## src/rtl/reg_dump_reader.sv

```systemverilog
// Walks a programmed register-file address range on the read port and streams each
// register value out over a valid/ready interface for the debug/trace dump path.
module reg_dump_reader #(
  parameter int unsigned DATA_WIDTH = 32,
  parameter int unsigned ADDR_WIDTH = 5
) (
  input  logic                  clk,
  input  logic                  rst,
  input  logic                  start,
  input  logic [ADDR_WIDTH-1:0] first_addr,
  input  logic [ADDR_WIDTH-1:0] last_addr,
  input  logic                  abort,
  output logic [ADDR_WIDTH-1:0] raddr,
  input  logic [DATA_WIDTH-1:0] rdata,
  output logic                  out_valid,
  input  logic                  out_ready,
  output logic [DATA_WIDTH-1:0] out_data,
  output logic [ADDR_WIDTH-1:0] out_addr,
  output logic                  out_last,
  output logic                  busy,
  output logic                  done
);

  typedef enum logic [1:0] {StIdle, StFetch, StSend} state_e;

  state_e                state_q, state_d;
  logic [ADDR_WIDTH-1:0] cur_q, cur_d;
  logic [ADDR_WIDTH-1:0] end_q, end_d;
  logic [ADDR_WIDTH-1:0] out_addr_q, out_addr_d;
  logic [DATA_WIDTH-1:0] out_data_q, out_data_d;
  logic                  out_valid_q, out_valid_d;
  logic                  out_last_q, out_last_d;
  logic                  done_q, done_d;

  always_comb begin
    state_d     = state_q;
    cur_d       = cur_q;
    end_d       = end_q;
    out_addr_d  = out_addr_q;
    out_data_d  = out_data_q;
    out_valid_d = out_valid_q;
    out_last_d  = out_last_q;
    done_d      = 1'b0;

    unique case (state_q)
      StIdle: begin
        // abort beats a simultaneous start
        if (start && !abort) begin
          cur_d   = first_addr;
          end_d   = last_addr;
          state_d = StFetch;
        end
      end
      StFetch: begin
        if (abort) begin
          out_valid_d = 1'b0;
          out_last_d  = 1'b0;
          state_d     = StIdle;
        end else begin
          out_data_d  = rdata;
          out_addr_d  = cur_q;
          out_last_d  = (cur_q == end_q);
          out_valid_d = 1'b1;
          state_d     = StSend;
        end
      end
      StSend: begin
        if (abort) begin
          out_valid_d = 1'b0;
          out_last_d  = 1'b0;
          state_d     = StIdle;
        end else if (out_ready) begin
          out_valid_d = 1'b0;
          out_last_d  = 1'b0;
          if (out_last_q) begin
            done_d  = 1'b1;
            state_d = StIdle;
          end else begin
            // address wraps naturally through the top of the file
            cur_d   = cur_q + ADDR_WIDTH'(1);
            state_d = StFetch;
          end
        end
      end
      default: begin
        state_d = StIdle;
      end
    endcase
  end

  always_ff @(posedge clk or negedge rst) begin
    if (!rst) begin
      state_q     <= StIdle;
      cur_q       <= '0;
      end_q       <= '0;
      out_addr_q  <= '0;
      out_data_q  <= '0;
      out_valid_q <= 1'b0;
      out_last_q  <= 1'b0;
      done_q      <= 1'b0;
    end else begin
      state_q     <= state_d;
      cur_q       <= cur_d;
      end_q       <= end_d;
      out_addr_q  <= out_addr_d;
      out_data_q  <= out_data_d;
      out_valid_q <= out_valid_d;
      out_last_q  <= out_last_d;
      done_q      <= done_d;
    end
  end

  assign raddr     = cur_q;
  assign out_valid = out_valid_q;
  assign out_data  = out_data_q;
  assign out_addr  = out_addr_q;
  assign out_last  = out_last_q;
  assign busy      = (state_q != StIdle);
  assign done      = done_q;

endmodule
```

## config.mk

```make
export PLATFORM = sky130hd
export DESIGN_NAME = reg_dump_reader
export DESIGN_NICKNAME = d
export VERILOG_FILES = /design/src/rtl/reg_dump_reader.sv
export SDC_FILE = /design/constraint.sdc
export NUM_CORES = 1
export LEC_CHECK = 0
export BUFFER_PORTS_ARGS = -buffer_cell sky130_fd_sc_hd__buf_2
export CORE_AREA = 2 2 128 68
export CTS_CLUSTER_DIAMETER = 50
export DETAILED_ROUTE_END_ITERATION = 7
export DIE_AREA = 0 0 130 70
export GPL_ROUTABILITY_DRIVEN = 0
export PLACE_DENSITY_LB_ADDON = 0.3
export SLEW_MARGIN = 20
export SYNTH_ARGS = -nofsm -noshare
export SYNTH_HDL_FRONTEND = slang
export SYNTH_SLANG_ARGS = --single-unit
```

## constraint.sdc

```tcl
create_clock -name clk -period 2.1 [get_ports clk]
set_input_delay 0.525 -clock clk [delete_from_list [all_inputs] [get_ports clk]]
set_output_delay 0.525 -clock clk [all_outputs]
set_load 0.005 [all_outputs]
```

==> impl_metrics.env, run 1 <==
export IMPL_outcome="complete, no violations"
export IMPL_stdcell_count=367
export IMPL_dp_cells=359
export IMPL_root_buffer="clkbuf_16"
export IMPL_powerDensity_mw_per_mm2=1030
export IMPL_p_int_uw=2170
export IMPL_netlist_cell_type_count=32
export IMPL_synth_area_per_cell_um2=14.2
export IMPL_period_needed_ns=1.74
export IMPL_ctsHoldBuffers=0
export IMPL_grt_max_degree=53
export IMPL_rows=24
export IMPL_post_cts_setup_buffers=0
export IMPL_synthSimpleGateAreaFrac_pct=6.45
export IMPL_cts_buffers=5
export IMPL_p_leak_uw=0.00138
export IMPL_routed_via_density=4.20
export IMPL_muxShareOfSynthArea_pct=22.2
export IMPL_synth_cells=153
export IMPL_timing_hold_ws_ns=0.208
export IMPL_synth_area_leaders="dfrtp_1 (60%), mux2_1 (22%), nand2_1 (1.7%)"
export IMPL_die_h_um=70
export IMPL_synth_nets=201
export IMPL_switching_power_uw=852
export IMPL_clk_latency_ns=0.29
export IMPL_tightest_slew_ns=0.352
export IMPL_initial_utilization_pct=26.5
export IMPL_post_place_ws_ns=0.337
export IMPL_clock_sinks=52
export IMPL_worstPathRequired_ns=1.57
export IMPL_cp_num_buf_inv=1
export IMPL_final_cell_mix="buf_2 (92), dfrtp_1 (52), mux2_1 (42)"
export IMPL_finalSetupViolCount=0
export IMPL_path_class="flop to output pin"
export IMPL_ys_seq_elements=52
export IMPL_fin_skew_ns=0.00442
export IMPL_tns_ns=0
export IMPL_syn_area_mm2=0.00217
export IMPL_layout_setup_ws_ns=0.363
export IMPL_reg2reg_from="state_q[1]"
export IMPL_pwr_share_clk_pct=27.6
export IMPL_first_global_vias=1508
export IMPL_synth_compound_gate_area_share_pct=6.22
export IMPL_path_clk_slew_ns=0.07
export IMPL_wl_per_cell_um=13.5
export IMPL_r2r_cells=5
export IMPL_critPathArrivalTime_ns=1.21
export IMPL_multi_input_area_um2=822
export IMPL_regArea_mm2=0.00130
export IMPL_detail_route_antenna_nets=0
export IMPL_combPwrFrac_pct=24.1
export IMPL_max_freq_ghz=0.576
export IMPL_swShare_pct=28.2
export IMPL_p_seq_share_pct=48.2
export IMPL_grt_usage_pct=11.2
export IMPL_ys_warnings_count=0
export IMPL_dpl_hpwl_mm=3.59
export IMPL_vias=1540
export IMPL_post_route_drc_count=0
export IMPL_synth_top_cell_area_share_pct=59.9
export IMPL_slowest_delay_ns=0.46
export IMPL_critPathLaunchType="flop"
export IMPL_synth_xor_area_share_pct=2.01
export IMPL_end_kind="output pin"
export IMPL_grt_pass1_wl_mm=7.65
export IMPL_cp_top_family="flip-flops"
export IMPL_cts_tree="done"
export IMPL_totalWireLength_mm=4.97
export IMPL_worstPathMaxFanout=6
export IMPL_slew_headroom_pct=76.5
export IMPL_rsz0062_at_grt="no"
export IMPL_yosysSeqAreaShare_pct=59.9
export IMPL_worstPathCellList="or2_1 -> buf_2"
export IMPL_final_common_cell="buf_2"
export IMPL_drv_slew=0
export IMPL_layout_nets=297
export IMPL_ioPinCount=93
export IMPL_hold_violations=0
export IMPL_fillers=826
export IMPL_die_width_um=130
export IMPL_port_buffers=92
export IMPL_dr_pass1_iters=4
export IMPL_htreeDepth=2
export IMPL_grt_overflow_total=0
export IMPL_synth_adder_area_share_pct=0.576
export IMPL_timing_final_crit_share_pct=82.7
export IMPL_ctsResizeCount=0
export IMPL_core_mm2=0.00820
export IMPL_r2r_end="out_last"
export IMPL_crit_slowest_cell="dfrtp_1"
export IMPL_antennaDiodeCount=0
export IMPL_synthToLayoutAreaGrowth_pct=35.1
export IMPL_die_area_mm2=0.00910
export IMPL_yosysTopAreaCell="dfrtp_1"
export IMPL_antenna_found_initial=1
export IMPL_total_power_uw=3020
export IMPL_clk_path_buf_depth=2
export IMPL_drive_gt1_share_pct=43.6
export IMPL_synth_top_family_by_area="multiplexers"
export IMPL_ir_worst_vdd_v=0.000354
export IMPL_hp_class="input pin to async pin"
export IMPL_cap_violations=0
export IMPL_first_iter_violations=23
export IMPL_r2r_slack_ns=0.44
-- cell usage after synthesis --
library cell	count
dfrtp_1	52
nand2b_1	3
a2111oi_2	1
ha_1	1
buf_2	1
xor2_1	3
buf_4	1
or2_1	1
nor2b_1	1
a22o_1	2
inv_1	1
clkbuf_1	2
o21a_1	1
xnor2_1	2
nor3_1	1
o41ai_2	1
o22ai_1	1
a22oi_2	1
o31ai_1	1
a31oi_1	1
nand2_1	10
nor3b_4	1
buf_6	3
a31o_1	1
a21oi_2	1
mux2i_1	1
nor2_1	6
nand3_1	5
a21oi_1	1
o21ai_2	1
o21ai_0	3
mux2_1	42
-- per-stage QoR --
stage / cell area, um2 / utilization, %
final: 2940 / 35.8
after global routing: 2940 / 35.8
after detailed placement: 2790 / 34.0
after global placement: 2790 / 34.0
after CTS: 2940 / 35.8
after floorplan: 2170 / -
-- area by class of cell --
class / instances / share of cell area, %
flip-flops and latches: 52 / 44.3
multi-input cells: 93 / 28.0
repair buffers: 96 / 17.6
clock buffers: 8 / 4.99
well taps: 117 / 4.99
inverters: 1 / 0.128
-- per-layer routing --
metal	global-route usage [%]	part of all wire, %	up-vias
li1	-	-	735
met1	16.0	51	732
met2	14.5	38	68
met3	5.75	10	5
met4	3.23	0.76	0
met5	0	0	-
-- how the worst max path moves through the flow --
stage | endpoint | start | cells after the start
global route | out_last | state_q[1] | 5
CTS | busy | state_q[0] | 2
global placement | raddr[0] | out_ready | 6
finish | busy | state_q[0] | 2
detailed placement | raddr[0] | out_ready | 6
floorplan | raddr[0] | out_ready | 5
-- registers in the layout (all words and copies together), names as in the netlist --
| name | cells |
|---|---|
| done | 1 |
| end_q | 5 |
| out_addr | 5 |
| out_data | 32 |
| out_last | 1 |
| out_valid | 1 |
| raddr | 5 |
| state_q | 2 |
-- power by group through the flow --
| stage | combinational, uW | clock (uW) | sequential [uW] |
|---|---|---|---|
| floorplan | 313 | 0 | 1480 |
| global placement | 733 | 0 | 1470 |
| detailed placement | 745 | 0 | 1480 |
| CTS | 749 | 876 | 1460 |
| global route | 822 | 918 | 1500 |
| finish | 730 | 836 | 1460 |
-- logic make-up after synthesis --
group                      count (synthesis)
DFF                                       52
muxes                                     43
and+or+nand+nor                           28
AOI/OAI and AO/OA                         16
buffers and inverters                      8
xor gates and xnor gates                   5
adders and majority gates                  1
No activity file was read; power rests on OpenSTA's default activity.
==> run 2: changes to the inputs <==
Clock period 2.1 ns to 1.8 ns, I/O delays scaled along.
==> impl_metrics.env, run 2 (synthesis gave the netlist of run 1 again) <==
export IMPL_path_clk_slew_ns=0.07
export IMPL_worstPathMaxFanout=8
export IMPL_vias=1548
export IMPL_p_leak_uw=0.00140
export IMPL_die_area_mm2=0.00910
export IMPL_htreeDepth=2
export IMPL_rsz0062_at_grt="no"
export IMPL_ioPinCount=93
export IMPL_root_buffer="clkbuf_16"
export IMPL_grt_pass1_wl_mm=7.60
export IMPL_largest_reg_flops=32
export IMPL_die_width_um=130
export IMPL_tns_ns=0
export IMPL_drive_gt1_share_pct=44.6
export IMPL_antenna_found_initial=1
export IMPL_post_route_drc_count=0
export IMPL_critPathArrivalTime_ns=1.20
export IMPL_routed_via_density=4.21
export IMPL_hold_violations=0
export IMPL_slew_headroom_pct=75.7
export IMPL_ctsResizeCount=0
export IMPL_clock_sinks=52
export IMPL_cp_top_family="flip-flops"
export IMPL_clk_path_buf_depth=2
export IMPL_rows=24
export IMPL_drv_slew=0
export IMPL_dpl_hpwl_mm=3.63
export IMPL_path_class="flop to output pin"
export IMPL_dr_pass1_iters=4
export IMPL_first_global_vias=1513
export IMPL_ir_worst_vdd_v=0.000466
export IMPL_detail_route_antenna_nets=0
export IMPL_layout_nets=298
export IMPL_worstPathCellList="or2_1 -> buf_2"
export IMPL_ctsHoldBuffers=0
export IMPL_cts_buffers=5
export IMPL_timing_final_crit_share_pct=91.9
export IMPL_final_common_cell="buf_2"
export IMPL_outcome="complete, no violations"
export IMPL_cts_tree="done"
export IMPL_antennaDiodeCount=0
export IMPL_totalWireLength_mm=4.79
export IMPL_cp_num_buf_inv=1
export IMPL_hp_class="input pin to async pin"
export IMPL_end_kind="output pin"
export IMPL_slowest_delay_ns=0.46
export IMPL_layout_setup_ws_ns=0.146
export IMPL_fin_skew_ns=0.00753
export IMPL_wl_per_cell_um=13.0
export IMPL_max_freq_ghz=0.605
export IMPL_grt_max_degree=38
export IMPL_tightest_slew_ns=0.365
export IMPL_grt_usage_pct=11.0
export IMPL_period_needed_ns=1.65
export IMPL_finalSetupViolCount=0
export IMPL_post_place_ws_ns=0.149
export IMPL_core_mm2=0.00820
export IMPL_port_buffers=92
export IMPL_first_iter_violations=36
export IMPL_powerDensity_mw_per_mm2=1190
export IMPL_critPathLaunchType="flop"
export IMPL_synthToLayoutAreaGrowth_pct=36.0
export IMPL_cap_violations=0
export IMPL_final_cell_mix="buf_2 (92), dfrtp_1 (52), mux2_1 (42)"
export IMPL_post_cts_setup_buffers=0
export IMPL_crit_slowest_cell="dfrtp_1"
export IMPL_grt_overflow_total=0
export IMPL_clk_latency_ns=0.29
export IMPL_die_h_um=70
export IMPL_initial_utilization_pct=26.5
export IMPL_worstPathRequired_ns=1.35
[run 2: cell count changes in the layout (fill, tap and decap cells not counted)]
cell / previous run / this run
buf_12: 2 / 3
clkbuf_1: 2 / 0
clkbuf_8: 1 / 0
clkinv_2: 0 / 1
clkinv_4: 0 / 1
inv_6: 0 / 1
[run 2: layout make-up]
class | instances | area [um2]
Timing Repair Buffer | 97 | 536
Clock inverter | 3 | 22.5
Tap cell | 117 | 146
Clock buffer | 5 | 125
Fill cell | 855 | 5240
Multi-Input combinational cell | 93 | 822
Sequential cell | 52 | 1300
Inverter | 1 | 3.75
[run 2: power by group]
part           switching (uW)  internal (uW)
sequential                199           1500
clock                     438            521
combinational             365            483
[run 2: final timing paths]
path,startpoint,end,slack [ns],cells past startpoint
worst max-delay path,state_q[1],busy,0.15,2
worst min-delay path,rst,out_data[1],0.06,1
worst max register to register,state_q[1],end_q[4],0.21,3
worst min register to register,out_data[8],out_data[8],0.48,1
max in group asynchronous,rst,out_data[31],1.22,2
min in group clk,last_addr[1],end_q[1],0.37,2
[run 2: per-stage QoR]
step	total power (uW)	area, um2	instances	utilization (%)	hold WS [ns]
finish	3500	2960	368	36.1	0.0602
global route	3770	2960	368	36.1	0.0828
CTS	3580	2960	368	36.1	0.0669
detailed placement	2590	2810	360	34.3	0.388
global placement	2560	2810	360	34.3	0.387
floorplan	2090	2170	153	-	0.154
[run 2: per-layer routing]
layer	track usage, %	vias up	wire [um]
met1	15.6	741	2430
met4	2.51	0	25
met2	14.7	70	1810
li1	-	733	-
met3	5.82	4	529
met5	0	-	0
==> run 3: changes to the inputs <==
Clock period 1.8 ns to 2 ns, I/O delays scaled along.
==> impl_metrics.env, run 3 (synthesis gave the netlist of run 1 again) <==
export IMPL_timing_final_crit_share_pct=85.4
export IMPL_met3_usage_pct=5.59
export IMPL_cp_num_buf_inv=1
export IMPL_wl_per_cell_um=13.6
export IMPL_ctsResizeCount=0
export IMPL_regArea_mm2=0.00130
export IMPL_ctsHoldBuffers=0
export IMPL_cp_depth=2
export IMPL_critPathArrivalTime_ns=1.21
export IMPL_fillers=842
export IMPL_root_buffer="clkbuf_16"
export IMPL_cts_buffers=5
export IMPL_fin_skew_ns=0.00486
export IMPL_slew_headroom_pct=77.6
export IMPL_die_area_mm2=0.00910
export IMPL_p_leak_uw=0.00138
export IMPL_grt_pass1_wl_mm=7.65
export IMPL_vias=1536
export IMPL_multi_input_area_um2=822
export IMPL_stdcell_count=367
export IMPL_met2_usage_pct=13.7
export IMPL_antennaDiodeCount=0
export IMPL_drv_slew=0
export IMPL_largest_reg_flops=32
export IMPL_cp_top_family="flip-flops"
export IMPL_hp_class="input pin to async pin"
export IMPL_reg2reg_from="state_q[1]"
export IMPL_detail_route_antenna_nets=0
export IMPL_ir_worst_vdd_v=0.000380
export IMPL_tns_ns=0
export IMPL_outcome="complete, no violations"
export IMPL_final_cell_mix="buf_2 (92), dfrtp_1 (52), mux2_1 (42)"
export IMPL_endpoint="busy"
export IMPL_worstPathMaxFanout=8
export IMPL_htreeDepth=2
export IMPL_antenna_found_initial=0
export IMPL_tightest_slew_ns=0.335
export IMPL_critPathLaunchType="flop"
export IMPL_dr_pass1_iters=4
export IMPL_hold_violations=0
export IMPL_routed_via_density=4.19
export IMPL_path_clk_slew_ns=0.07
export IMPL_timing_hold_ws_ns=0.186
export IMPL_drive_gt1_share_pct=44.0
export IMPL_period_needed_ns=1.71
export IMPL_final_core_util_pct=35.9
export IMPL_synthToLayoutAreaGrowth_pct=35.2
export IMPL_rsz0062_at_grt="no"
export IMPL_totalWireLength_mm=4.99
export IMPL_end_kind="output pin"
export IMPL_critPathLaunch="state_q[1]"
export IMPL_layout_nets=297
export IMPL_clock_sinks=52
export IMPL_initial_utilization_pct=26.5
export IMPL_worstPathCellList="or2_1 -> buf_2"
export IMPL_total_power_uw=3190
export IMPL_finalSetupViolCount=0
export IMPL_cap_violations=0
export IMPL_powerDensity_mw_per_mm2=1090
export IMPL_first_global_vias=1453
export IMPL_post_cts_setup_buffers=0
export IMPL_clk_latency_ns=0.29
export IMPL_crit_slowest_cell="dfrtp_1"
export IMPL_max_freq_ghz=0.586
export IMPL_dp_cells=359
export IMPL_slowest_delay_ns=0.46
export IMPL_path_class="flop to output pin"
export IMPL_r2r_end="out_last"
export IMPL_grt_busiest_layer="met1"
export IMPL_clk_path_buf_depth=2
export IMPL_die_width_um=130
export IMPL_gr_usage_met1_pct=16.8
export IMPL_grt_overflow_total=0
export IMPL_grt_max_degree=53
export IMPL_core_mm2=0.00820
export IMPL_r2r_cells=5
export IMPL_die_h_um=70
export IMPL_cts_tree="done"
export IMPL_grt_usage_pct=11.2
export IMPL_rows=24
export IMPL_post_route_drc_count=0
export IMPL_first_iter_violations=37
export IMPL_worstPathRequired_ns=1.50
export IMPL_r2r_slack_ns=0.33
export IMPL_final_common_cell="buf_2"
export IMPL_ioPinCount=93
export IMPL_dpl_hpwl_mm=3.57
export IMPL_port_buffers=92
## run 3: area by class of cell
cell class | instances | share of cell area, %
Multi-Input combinational cell | 93 | 28.0
Clock buffer | 7 | 4.85
Sequential cell | 52 | 44.3
Timing Repair Buffer | 96 | 17.5
Clock inverter | 1 | 0.255
Tap cell | 117 | 4.98
Inverter | 1 | 0.128
## run 3: how the worst min path moves through the flow
| stage | end | slack, ns | cells past startpoint |
|---|---|---|---|
| final | out_data[1] | 0.19 | 2 |
| after global routing | out_data[0] | 0.21 | 2 |
| after CTS | out_data[1] | 0.21 | 2 |
| after detailed placement | out_data[15] | 0.47 | 1 |
| after global placement | out_data[6] | 0.46 | 1 |
| after floorplan | done | 0.20 | 0 |
## run 3: per-layer routing
metal	part of all wire, %	vias to the layer above
li1	-	729
met1	54	730
met2	35	69
met3	10	8
met4	1.0	0
met5	0	-
## run 3: through the flow
| stage | worst slack, ns | area [um2] |
|---|---|---|
| floorplan | 0.499 | 2170 |
| global placement | 0.329 | 2790 |
| detailed placement | 0.311 | 2790 |
| CTS | 0.285 | 2940 |
| global route | 0.227 | 2940 |
| finish | 0.292 | 2940 |
## run 3: power by group
part | internal (uW) | total [uW] | leakage, uW | switching, uW
Combinational | 431 | 767 | 0.000694 | 336
Clock | 500 | 898 | 0.0000701 | 398
Sequential | 1350 | 1530 | 0.000619 | 180
Total | 2280 | 3190 | 0.00138 | 914
